<file path="config.mk">
export PLATFORM = sky130hd
export DESIGN_NAME = dm_arbiter_flat
export DESIGN_NICKNAME = d
export VERILOG_FILES = /design/src/rtl/dm_arbiter_if.sv /design/src/rtl/dm_arbiter.sv /design/src/flat_wrapper.sv
export SDC_FILE = /design/constraint.sdc
export NUM_CORES = 1
export LEC_CHECK = 0
export CAP_MARGIN = 20
export CORE_AREA = 3 3 103 105
export DETAILED_ROUTE_END_ITERATION = 7
export DIE_AREA = 0 0 106 108
export MAX_ROUTING_LAYER = met4
export PLACE_DENSITY = 0.66
export SLEW_MARGIN = 30
export SYNTH_ARGS = -nofsm -noshare
export SYNTH_HDL_FRONTEND = slang
export SYNTH_SLANG_ARGS = --single-unit
</file>
<file path="constraint.sdc">
create_clock -name Clk -period 3.7 [get_ports Clk]
set_input_delay 0.555 -clock Clk [delete_from_list [all_inputs] [get_ports Clk]]
set_output_delay 0.555 -clock Clk [all_outputs]
set_load 0.05 [all_outputs]
</file>
<file path="src/rtl/dm_arbiter_if.sv">
// Two-requester data-memory arbitration bus: requester side, grant/completion
// side, and the single-port memory port driven by the arbiter.
interface dm_arbiter_if;
  logic        m0_req,  m1_req;
  logic        m0_we,   m1_we;
  logic        m0_lock, m1_lock;
  logic [31:0] m0_addr, m1_addr;
  logic [31:0] m0_wd,   m1_wd;
  logic        m0_gnt,  m1_gnt;
  logic        m0_rvalid, m1_rvalid;
  logic        m0_err,  m1_err;
  logic [31:0] rdata;
  logic        dm_WE;
  logic [31:0] dm_addr;
  logic [31:0] dm_WD;
  logic [31:0] dm_D;

  modport slave (
    input  m0_req, m1_req, m0_we, m1_we, m0_lock, m1_lock,
           m0_addr, m1_addr, m0_wd, m1_wd, dm_D,
    output m0_gnt, m1_gnt, m0_rvalid, m1_rvalid, m0_err, m1_err,
           rdata, dm_WE, dm_addr, dm_WD
  );

  modport master (
    output m0_req, m1_req, m0_we, m1_we, m0_lock, m1_lock,
           m0_addr, m1_addr, m0_wd, m1_wd, dm_D,
    input  m0_gnt, m1_gnt, m0_rvalid, m1_rvalid, m0_err, m1_err,
           rdata, dm_WE, dm_addr, dm_WD
  );
endinterface

</file>
<file path="src/rtl/dm_arbiter.sv">
// Two-master arbiter in front of a 3072-word single-port data memory, with lock.
// Define DM_ARB_RR_EN for round-robin tie-break; default is fixed m0 priority.
module dm_arbiter (
  input  logic         Clk,
  input  logic         reset,
  dm_arbiter_if.slave  bus
);
  localparam logic [11:0] DM_WORDS = 12'd3072;

  typedef enum logic [1:0] {IDLE, OWN0, OWN1} state_t;

  state_t            state, state_nxt;
  logic [1:0]        req, we, lock, inr, gnt, rvalid, err;
  logic [1:0][31:0]  addr, wd;
  logic              sel, prio1, rd_hit;
  logic [31:0]       rdata;

  assign req  = {bus.m1_req,  bus.m0_req};
  assign we   = {bus.m1_we,   bus.m0_we};
  assign lock = {bus.m1_lock, bus.m0_lock};
  assign addr = {bus.m1_addr, bus.m0_addr};
  assign wd   = {bus.m1_wd,   bus.m0_wd};

  for (genvar i = 0; i < 2; i++) begin : g_range
    assign inr[i] = addr[i][13:2] < DM_WORDS;
  end

`ifdef DM_ARB_RR_EN
  // Set when m0 was the last IDLE-state grant, so m1 wins the next tie.
  logic rr_ptr;
  always_ff @(posedge Clk) begin
    if (reset)                     rr_ptr <= 1'b0;
    else if (state == IDLE && |gnt) rr_ptr <= gnt[0];
  end
  assign prio1 = rr_ptr;
`else
  assign prio1 = 1'b0;
`endif

  always_comb begin
    gnt       = '0;
    state_nxt = state;
    if (!reset) begin
      unique case (state)
        IDLE: begin
          if (req[0] && (!req[1] || !prio1)) gnt = 2'b01;
          else if (req[1])                   gnt = 2'b10;
          if (gnt[0] && lock[0])      state_nxt = OWN0;
          else if (gnt[1] && lock[1]) state_nxt = OWN1;
        end
        OWN0: begin
          gnt[0] = req[0];
          if (!lock[0]) state_nxt = IDLE;
        end
        OWN1: begin
          gnt[1] = req[1];
          if (!lock[1]) state_nxt = IDLE;
        end
        default: state_nxt = IDLE;
      endcase
    end
  end

  assign sel         = gnt[1];
  assign bus.dm_addr = (|gnt) ? addr[sel] : 32'h0;
  assign bus.dm_WD   = (|gnt) ? wd[sel]   : 32'h0;
  assign bus.dm_WE   = (|gnt) & we[sel] & inr[sel];
  assign rd_hit      = (|gnt) & ~we[sel] & inr[sel];

  always_ff @(posedge Clk) begin
    if (reset) begin
      state  <= IDLE;
      rvalid <= '0;
      err    <= '0;
      rdata  <= '0;
    end else begin
      state  <= state_nxt;
      rvalid <= gnt;
      err    <= gnt & ~inr;
      rdata  <= rd_hit ? bus.dm_D : 32'h0;
    end
  end

  assign bus.m0_gnt    = gnt[0];
  assign bus.m1_gnt    = gnt[1];
  assign bus.m0_rvalid = rvalid[0];
  assign bus.m1_rvalid = rvalid[1];
  assign bus.m0_err    = err[0];
  assign bus.m1_err    = err[1];
  assign bus.rdata     = rdata;
endmodule

</file>
<file path="src/flat_wrapper.sv">
// flat-port wrapper written by rule: the top's interface ports become plain ports
module dm_arbiter_flat 
  (Clk, reset, bus_m0_req, bus_m1_req, bus_m0_we, bus_m1_we, bus_m0_lock, bus_m1_lock, bus_m0_addr, bus_m1_addr, bus_m0_wd, bus_m1_wd, bus_dm_D, bus_m0_gnt, bus_m1_gnt, bus_m0_rvalid, bus_m1_rvalid, bus_m0_err, bus_m1_err, bus_rdata, bus_dm_WE, bus_dm_addr, bus_dm_WD);
  dm_arbiter_if bus_i ();
  input  logic Clk;
  input  logic reset;
  input wire logic [$bits(bus_i.m0_req)-1:0] bus_m0_req;
  input wire logic [$bits(bus_i.m1_req)-1:0] bus_m1_req;
  input wire logic [$bits(bus_i.m0_we)-1:0] bus_m0_we;
  input wire logic [$bits(bus_i.m1_we)-1:0] bus_m1_we;
  input wire logic [$bits(bus_i.m0_lock)-1:0] bus_m0_lock;
  input wire logic [$bits(bus_i.m1_lock)-1:0] bus_m1_lock;
  input wire logic [$bits(bus_i.m0_addr)-1:0] bus_m0_addr;
  input wire logic [$bits(bus_i.m1_addr)-1:0] bus_m1_addr;
  input wire logic [$bits(bus_i.m0_wd)-1:0] bus_m0_wd;
  input wire logic [$bits(bus_i.m1_wd)-1:0] bus_m1_wd;
  input wire logic [$bits(bus_i.dm_D)-1:0] bus_dm_D;
  output wire logic [$bits(bus_i.m0_gnt)-1:0] bus_m0_gnt;
  output wire logic [$bits(bus_i.m1_gnt)-1:0] bus_m1_gnt;
  output wire logic [$bits(bus_i.m0_rvalid)-1:0] bus_m0_rvalid;
  output wire logic [$bits(bus_i.m1_rvalid)-1:0] bus_m1_rvalid;
  output wire logic [$bits(bus_i.m0_err)-1:0] bus_m0_err;
  output wire logic [$bits(bus_i.m1_err)-1:0] bus_m1_err;
  output wire logic [$bits(bus_i.rdata)-1:0] bus_rdata;
  output wire logic [$bits(bus_i.dm_WE)-1:0] bus_dm_WE;
  output wire logic [$bits(bus_i.dm_addr)-1:0] bus_dm_addr;
  output wire logic [$bits(bus_i.dm_WD)-1:0] bus_dm_WD;
  assign bus_i.m0_req = bus_m0_req;
  assign bus_i.m1_req = bus_m1_req;
  assign bus_i.m0_we = bus_m0_we;
  assign bus_i.m1_we = bus_m1_we;
  assign bus_i.m0_lock = bus_m0_lock;
  assign bus_i.m1_lock = bus_m1_lock;
  assign bus_i.m0_addr = bus_m0_addr;
  assign bus_i.m1_addr = bus_m1_addr;
  assign bus_i.m0_wd = bus_m0_wd;
  assign bus_i.m1_wd = bus_m1_wd;
  assign bus_i.dm_D = bus_dm_D;
  assign bus_m0_gnt = bus_i.m0_gnt;
  assign bus_m1_gnt = bus_i.m1_gnt;
  assign bus_m0_rvalid = bus_i.m0_rvalid;
  assign bus_m1_rvalid = bus_i.m1_rvalid;
  assign bus_m0_err = bus_i.m0_err;
  assign bus_m1_err = bus_i.m1_err;
  assign bus_rdata = bus_i.rdata;
  assign bus_dm_WE = bus_i.dm_WE;
  assign bus_dm_addr = bus_i.dm_addr;
  assign bus_dm_WD = bus_i.dm_WD;
  dm_arbiter u_core (.Clk(Clk), .reset(reset), .bus(bus_i));
endmodule
</file>
==> results of run 1 <==
-- registers in the layout (all words and copies together), names as in the netlist --
name,cells
u_core.state,2
u_core.bus.rdata,32
u_core.rvalid,2
u_core.err,2
-- cells in the mapped netlist (all sizes together) --
cell type,n
a21boi,32
nor2,1
and2,2
nand3,1
a21oi,1
nor3b,3
dfxtp,38
a22o,64
nand2,3
inv,1
clkbuf,7
nand3b,1
and3,2
nand4,1
nand4b,1
nand2b,1
buf,13
nor4b,2
-- power groups by stage --
stage	clock network [W]	registers (W)	logic, W
floorplan	0	0.000488	0.000255
global placement	0	0.000437	0.000680
detailed placement	0	0.000438	0.000684
CTS	0.000298	0.000428	0.000686
global route	0.000318	0.000430	0.000705
finish	0.000289	0.000428	0.000681
-- through the flow --
| stage | instance area, sq um | setup WS [ps] | std cells | util [%] | power [W] |
|---|---|---|---|---|---|
| 4_1_cts | 5030 | 388 | 570 | 51.7 | 0.00141 |
| 3_3_place_gp | 4940 | 409 | 562 | 50.7 | 0.00112 |
| 2_1_floorplan | 1820 | 1360 | 174 | - | 0.000742 |
| 5_1_grt | 5030 | 253 | 570 | 51.7 | 0.00145 |
| 6_report | 5030 | 395 | 570 | 51.7 | 0.00140 |
| 3_5_place_dp | 4940 | 389 | 562 | 50.7 | 0.00112 |
-- worst paths after layout --
path,start,endpoint,slack (ps)
setup / recovery,reset,bus_dm_WD[2],390
hold / removal,u_core.state[0]$_SDFFE_PP0P_,u_core.state[1]$_SDFFE_PP0P_,490
setup reg to reg,u_core.state[1]$_SDFFE_PP0P_,u_core.bus.rdata[10]$_SDFF_PP0_,1660
hold reg to reg,u_core.state[0]$_SDFFE_PP0P_,u_core.state[1]$_SDFFE_PP0P_,490
-- kinds of logic after synthesis --
logic type             Yosys count  synth area share (%)
AND/OR/NAND/NOR                 18                  6.82
flip-flops                      38                  41.9
AO/OA/AOI/OAI                   97                  44.4
buffers and inverters           21                  6.96
-- per-layer routing --
metal  track usage (%)  up-vias
met2              33.9      136
li1                  -     1204
met1              17.9     1160
met5                 -        -
met4              4.07        0
met3              3.34        8
-- layout make-up --
type / count / area [sq um] / share of cell area (%)
Inverter: 1 / 3.75 / 0.0747
Tap cell: 133 / 166 / 3.31
Timing Repair Buffer: 275 / 3070 / 61.0
Sequential cell: 38 / 761 / 15.1
Clock buffer: 7 / 86.3 / 1.72
Clock inverter: 1 / 5.00 / 0.0996
Multi-Input combinational cell: 115 / 937 / 18.6
==> results.md, run 1 <==
- Status: completed
- Ant. Diodes: 0
- P per Cell Area: 278 nW/um^2
- Core area: 9730 sq um
- CTS tree: yes
- Tmin final: 3310 ps
- RSZ-0062 raised after global routing: no
- Vias: 2508
- Share of cells above drive strength 1: 16.9%
- Setup_tns: 0 ps
- Die height: 108 microns
- Max clock buf depth: 2
- # hold bufs at CTS: 0
- Final GP Congestion: 0.891
- # fillers: 904
- Net Sw Frac: 34.2%
- Critical Path Fanout Max: 55
- Switching pwr: 0.000478 W
- Critical Path RT: 3140 ps
- Delay-heaviest family, CP: buffers and inverters
- Synth top area share: 41.9%
- Worst path bufs/invs: 3
- Clock share of power: 20.7%
- Internal power: 0.000921 W
- Slew Limit Fails: 0
- Sequential area share after synthesis: 41.9%
- Flops & latches, synth: 38
- Area leader, netlist: dfxtp_1
- Skew-Pair Late Insertion Delay: 280 ps
- Worst Setup Start Kind: primary input
- Vias/cell: 4.40
- Synth Warn #: 0
- Routed length per instance: 17.8 microns
- Area of the die: 11400 sq um
- Vias in the first global route: 2672
- CP Capture Type: output port
- Die width: 106 microns
- Syn Area/Cell: 10.4 sq um
- Largest net degree at the start of global routing: 56
- Slew @ Worst Pin: 584 ps
- GRT Total Usage: 17.3%
- Seq pwr share: 30.6%
- Routed WL: 10100 microns
- Crit-path cells: clkdlybuf4s50_1 -> nor3b_2 -> and2_2 -> buf_4 -> a22o_1 -> buf_12
- Clk_skew: 3.38 ps
- Layout area overhead: 177%
- HP Class: reg -> reg
- I/O Pins: 271
- Post-layout nets: 604
- Commonest non-fill, non-tap cells in the layout: clkdlybuf4s50_1 (211), a22o_1 (64), buf_12 (38), dfxtp_1 (38), a21boi_1 (30)
- Leak pwr: 2.01 nW
- Setup Buffers After CTS: 0
- Max cap viols: 0
- WL met3: 640 microns
- Starting DRT DRC Count: 66
- CP Data Arrival Time: 2750 ps
- Initial antenna violation count: 0
- Final setup fails: 0
- Maximum VDD drop: 0.000144 V
- Comb power frac: 48.7%
- Starting Density: 18.7%
- Post-route met1 wirelength: 3610 microns
- Synthesized area: 1820 sq um
- Worst reg2reg path depth: 5
- Hold Worst Slack: 487 ps
- IO buf count: 270
- Htree depth: 2
- Worst-path clk slew: 70 ps
- Fin crit share: 89.3%
- Row count: 36
- Root buffer cell: clkbuf_8
- DRC viols: 0
- Met2 WL: 5760 microns
- Cell count of the worst hold path: 1
- ANT nets after route: 0
- Cts bufs inserted: 5
- Largest cells by area after synthesis: dfxtp_1 (42%), a22o_1 (31%), a21boi_1 (12%)
- Slowest-stage cell, CP: clkdlybuf4s50_1
- Drt first pass iters: 4
- Top sig layer: met4
- Fin. Hold Viols: 0
- Global-route wire length before repair: 14800 microns
- Mapped Cells: 174
- CTS-repair resized insts: 0
- Max Freq: 0.303 GHz
- Slew headroom: 61.0%
- Critical path depth: 6
- Syn nets: 342
- Most common cell after layout, fill and taps aside: clkdlybuf4s50_1
- CTS Sinks: 38
- CP Class: in -> out
- Grt total ovfl: 0
- DP Wirelength: 8660 microns
- Netlist cell types: 21
- Largest stage delay, worst path: 530 ps
Power figures use the tool's default switching activity.
==> inputs of run 2 (changes only) <==
- CORE_AREA: 3 3 103 105 -> 2 2 105 107
- CTS_CLUSTER_SIZE: default -> 20
- DIE_AREA: 0 0 106 108 -> 0 0 107 109
- GPL_TIMING_DRIVEN: default -> 0
- PLACE_DENSITY: 0.66 -> default
==> run 2 against run 1 <==
  * Sequential power barely moved
  * Final area down 4.6%
  * Highest routed layer unchanged
  * Critical path type unchanged
  * Worst setup slack worse by 250 ps
  * Register-to-register slack better by 530 ps
  * Sequential share of layout area grew 0.73 points
==> results.md, run 2 (synthesis gave the netlist of run 1 again) <==
- Total design power: 0.00134 W (-4.2%)
- Critical path startpoint: bus_m0_req
- Routed length per instance: 15.9 microns (-11%)
- Worst-path clk slew: 70 ps (about the same)
- Layout area overhead: 164%
- Fin. Hold Viols: 0 (unchanged)
- Max clock buf depth: 2 (unchanged)
- Die height: 109 microns (+0.93%)
- WL met3: 720 microns (+13%)
- Fin area: 4800 sq um (-4.6%)
- Critical Path RT: 3140 ps (about the same)
- Vias/cell: 4.25 (-3.4%)
- Max reg flops: 32 (unchanged)
- Global-route wire length before repair: 13500 microns (-8.5%)
- Setup_tns: 0 ps (unchanged)
- CTS Sinks: 38 (unchanged)
- GRT Total Usage: 15.6% (-1.8 points)
- HP Class: reg -> reg
- Max cap viols: 0 (unchanged)
- Final GP Congestion: 0.892 (+0.16%)
- Setup Buffers After CTS: 0 (unchanged)
- Ant. Diodes: 0 (unchanged)
- Starting Density: 17.1% (-1.5 points)
- Htree depth: 2 (unchanged)
- ANT nets after route: 0 (unchanged)
- Worst Setup Start Kind: primary input
- Starting DRT DRC Count: 94 (+42%)
- CTS-repair resized insts: 0 (unchanged)
- I/O Pins: 271 (unchanged)
- P per Cell Area: 279 nW/um^2 (+0.41%)
- IO buf count: 270 (unchanged)
- Area of the die: 11700 sq um (+1.9%)
- Grt total ovfl: 0 (unchanged)
- Vias in the first global route: 2615 (-2.1%)
- Status: completed
- CP Data Arrival Time: 3000 ps (+250 ps)
- Commonest non-fill, non-tap cells in the layout: clkdlybuf4s50_1 (267), a22o_1 (64), dfxtp_1 (38)
- Row count: 38 (+5.6%)
- Cts bufs inserted: 5 (unchanged)
- Die width: 107 microns (+0.94%)
- Most common cell after layout, fill and taps aside: clkdlybuf4s50_1
- Initial antenna violation count: 0 (unchanged)
- DRC viols: 0 (unchanged)
- Top sig layer: met4
- Top reg by flops: u_core.bus.rdata
- Skew-Pair Late Insertion Delay: 290 ps (about the same)
- Share of cells above drive strength 1: 5.09% (-12 points)
- Routed WL: 9430 microns (-7.1%)
- Post-route met1 wirelength: 3680 microns (+1.9%)
- # hold bufs at CTS: 0 (unchanged)
- Slew @ Worst Pin: 576 ps (-8.22 ps)
- Post-layout nets: 619 (+2.5%)
- Hold Startpoint: u_core.state[0]$_SDFFE_PP0P_
- Largest net degree at the start of global routing: 13 (-77%)
- RSZ-0062 raised after global routing: no
- Tmin final: 3560 ps (+253 ps)
- Clk_skew: 5.85 ps (+2.47 ps)
- Met2 WL: 4830 microns (-16%)
- Maximum VDD drop: 0.000152 V (+5.5%)
- Fin crit share: 96.2% (+6.9 points)
- CP Capture Type: output port
- Leak pwr: 1.89 nW (-6.4%)
- Area after DPL: 4690 sq um (-4.9%)
- Worst R2R Start: u_core.state[1]$_SDFFE_PP0P_
- Final setup fails: 0 (unchanged)
- # fillers: 1031 (+14%)
- Vias: 2516 (+0.32%)
- Drt first pass iters: 6 (+2)
- Slew headroom: 61.5% (+0.47 points)
- DP Wirelength: 8140 microns (-6.0%)
- Slew Limit Fails: 0 (unchanged)
- CTS tree: yes
- Critical Path Fanout Max: 10 (-82%)
- CP Class: in -> out
- Root buffer cell: clkbuf_8
- Core area: 10600 sq um (+9.0%)
- Max Freq: 0.281 GHz (-7.1%)
## run 2: cell types whose count changed in the layout (fill, tap and decap cells not counted), moves of 3 or more
| cell | delta |
|---|---|
| clkbuf_1 | +6 |
| dlymetal6s2s_1 | +3 |
| buf_6 | +5 |
| clkdlybuf4s50_1 | +56 |
| buf_4 | -26 |
| buf_2 | +8 |
| buf_12 | -38 |
## run 2: final timing paths
path                                      to  slack (ps)  cells after the start
max reg2reg  u_core.bus.rdata[18]$_SDFF_PP0_        2190                      4
min reg2reg     u_core.state[1]$_SDFFE_PP0P_         480                      1
max                            bus_dm_WD[30]         140                      6
min             u_core.state[1]$_SDFFE_PP0P_         480                      1
## run 2: per-stage QoR
step	util (%)	instances	hold WS (ps)	setup WS (ps)
after floorplan	-	174	441	1360
after global placement	44.3	584	454	72.0
after detailed placement	44.3	584	484	72.6
after CTS	45.2	592	489	78.9
after global routing	45.2	592	515	0.701
final	45.2	592	484	141
## run 2: layer usage
| layer | vias to the layer above | global-route usage, % |
|---|---|---|
| met5 | - | - |
| met4 | 0 | 5.19 |
| met3 | 14 | 4.36 |
| met2 | 135 | 27.4 |
| met1 | 1130 | 17.0 |
| li1 | 1237 | - |
## run 2: power by group
part	internal, W	switching, W	total [W]
Combinational	0.000301	0.000319	0.000620
Clock	0.000150	0.000143	0.000292
Sequential	0.000424	0.00000442	0.000428
## run 2: worst max-delay path, cell delays in order
cell and delay [ps]:
clkdlybuf4s50_1 530, nor3b_2 360, buf_2 310, buf_2 270
a22o_1 160, clkdlybuf4s50_1 810
## run 2: final cells by class
cell class | instances | area [sq um] | area share, %
Timing Repair Buffer | 270 | 2710 | 56.5
Multi-Input combinational cell | 115 | 930 | 19.4
Sequential cell | 38 | 761 | 15.9
Tap cell | 140 | 175 | 3.65
Buffer | 20 | 123 | 2.56
Clock buffer | 6 | 82.6 | 1.72
Clock inverter | 2 | 12.5 | 0.261
Inverter | 1 | 3.75 | 0.0782
==> inputs of run 3 (changes only) <==
- SETUP_SLACK_MARGIN: default -> 0.4
- SLEW_MARGIN: 30 -> 5
==> run 3 against run 2 <==
  * Global-route usage did not move
  * Largest power group unchanged
  * Critical endpoint is now bus_dm_WD[23]
  * Sequential power barely moved
  * Power is 2.7% lower
  * Register-to-register slack hardly changed
  * Cell count stayed put
  * Critical path depth is 1 higher
  * Fmax increased by 12%
==> results.md, run 3 (synthesis gave the netlist of run 1 again) <==
- Status: completed
- Delay-heaviest family, CP: buffers and inverters
- I/O Pins: 271 (unchanged)
- Vias in the first global route: 2621 (+0.23%)
- Met2 WL: 4800 microns (-0.79%)
- Skew-Pair Late Insertion Delay: 290 ps (about the same)
- CP dominant cell by count: buf_6
- Core area: 10600 sq um (unchanged)
- Critical Path RT: 3140 ps (about the same)
- Area of the die: 11700 sq um (unchanged)
- Die width: 107 microns (unchanged)
- CP Capture Type: output port
- WL met3: 697 microns (-3.2%)
- Final setup fails: 0 (unchanged)
- GRT Total Usage: 15.6% (unchanged)
- Crit-path cells: clkdlybuf4s50_1 -> nor3b_2 -> and2_1 -> buf_6 -> buf_6 -> a22o_1 -> dlygate4sd2_1
- Routed WL: 9440 microns (+0.15%)
- Die height: 109 microns (unchanged)
- Worst-path clk slew: 70 ps (about the same)
- IO buf count: 270 (unchanged)
- R2r endpoint: u_core.bus.rdata[18]$_SDFF_PP0_
- Share of cells above drive strength 1: 12.2% (+7.1 points)
- R2r setup slk: 2190 ps (about the same)
- Post-layout nets: 619 (unchanged)
- Hold Worst Slack: 484 ps (unchanged)
- Cts bufs inserted: 5 (unchanged)
- Critical Path Fanout Max: 10 (unchanged)
- Max clock buf depth: 2 (unchanged)
- Critical path startpoint: reset
- Drt first pass iters: 6 (unchanged)
- ANT nets after route: 0 (unchanged)
- Grt total ovfl: 0 (unchanged)
- Slew Limit Fails: 0 (unchanged)
- Fin. Hold Viols: 0 (unchanged)
- Top sig layer: met4
- Ant. Diodes: 0 (unchanged)
- Largest net degree at the start of global routing: 13 (unchanged)
- Clk_skew: 5.85 ps (unchanged)
- Starting Density: 17.1% (unchanged)
- Worst reg2reg path depth: 4 (unchanged)
- Max cap viols: 0 (unchanged)
- Max reg flops: 32 (unchanged)
- Final GP Congestion: 0.892 (unchanged)
- Non-Filler Instances: 592 (unchanged)
- Leak pwr: 1.97 nW (+4.8%)
- Hold Startpoint: u_core.state[0]$_SDFFE_PP0P_
- Global-route wire length before repair: 13500 microns (+0.20%)
- Setup Buffers After CTS: 0 (unchanged)
- CP Data Arrival Time: 2610 ps (-390 ps)
- DP Wirelength: 8140 microns (unchanged)
- HP Class: reg -> reg
- Tmin final: 3160 ps (-394 ps)
- Post-layout util: 43.4% (-1.8 points)
- Fin crit share: 85.5% (-11 points)
- RSZ-0062 raised after global routing: no
- Critical path depth: 7 (+1)
- CP Class: in -> out
- Maximum VDD drop: 0.000151 V (-0.25%)
- Largest stage delay, worst path: 530 ps (-280 ps)
- End point of the critical path: bus_dm_WD[23]
- Total design power: 0.00130 W (-2.7%)
- Post-route met1 wirelength: 3730 microns (+1.3%)
- Htree depth: 2 (unchanged)
- Setup_tns: 0 ps (unchanged)
- Vias/cell: 4.23 (-0.40%)
- Worst path bufs/invs: 4 (unchanged)
- Routed length per instance: 15.9 microns (+0.15%)
- Max Freq: 0.316 GHz (+12%)
- Vias: 2506 (-0.40%)
- Cell count of the worst hold path: 1 (unchanged)
- Top reg by flops: u_core.bus.rdata
- CTS Sinks: 38 (unchanged)
- Placed cell count: 584 (unchanged)
- Commonest non-fill, non-tap cells in the layout: clkdlybuf4s50_1 (204), a22o_1 (64), dfxtp_1 (38)
- P per Cell Area: 283 nW/um^2 (+1.4%)
- Starting DRT DRC Count: 95 (+1.1%)
- Layout area overhead: 153%
- Worst Setup Start Kind: primary input
- DRC viols: 0 (unchanged)
- Worst R2R Start: u_core.state[1]$_SDFFE_PP0P_
- Root buffer cell: clkbuf_8
- Slew @ Worst Pin: 549 ps (-26.6 ps)
- Most common cell after layout, fill and taps aside: clkdlybuf4s50_1
- Row count: 38 (unchanged)
- Slew headroom: 63.5% (+2.0 points)
- CTS tree: yes
- Slowest-stage cell, CP: dlygate4sd2_1
- Initial antenna violation count: 0 (unchanged)
[run 3: power by group]
group,leakage [nW],total (W),switching (W),internal (W)
combinational,1.62,0.000583,0.000318,0.000265
clock,0.0472,0.000292,0.000143,0.000150
sequential,0.310,0.000428,0.00000442,0.000424
total,1.97,0.00130,0.000465,0.000838
[run 3: metal layers]
layer / track usage (%) / vias to the layer above
met5: - / -
met2: 27.3 / 140
met3: 4.18 / 16
li1: - / 1237
met4: 5.57 / 0
met1: 17.0 / 1113
[run 3: worst min path at each step]
stage	slack, ps	end
global route	510	u_core.state[1]$_SDFFE_PP0P_
CTS	490	u_core.state[1]$_SDFFE_PP0P_
floorplan	440	u_core.state[1]$_SDFFE_PP0P_
finish	480	u_core.state[1]$_SDFFE_PP0P_
global placement	450	u_core.state[1]$_SDFFE_PP0P_
detailed placement	480	u_core.state[1]$_SDFFE_PP0P_
[run 3: what timing repair did]
item / in CTS / in global routing
cloned: 0 / 0
resized for setup: 87 / 50
hold endpoints to repair: 0 / 0
setup endpoints to repair: 66 / 38
hold buffers: 0 / 0
[run 3: layout make-up]
cell class                      count  area, sq um
Buffer                             20          123
Inverter                            1         3.75
Sequential cell                    38          761
Timing Repair Buffer              270         2510
Clock inverter                      2         12.5
Clock buffer                        6         82.6
Tap cell                          140          175
Fill cell                        1063         6000
Multi-Input combinational cell    115          930
[run 3: through the flow]
stage          setup WS (ps)  instance area [sq um]
3_5_place_dp            72.6                   4690
3_3_place_gp            72.0                   4690
4_1_cts                  356                   4730
6_report                 535                   4600
5_1_grt                  406                   4600
2_1_floorplan           1360                   1820
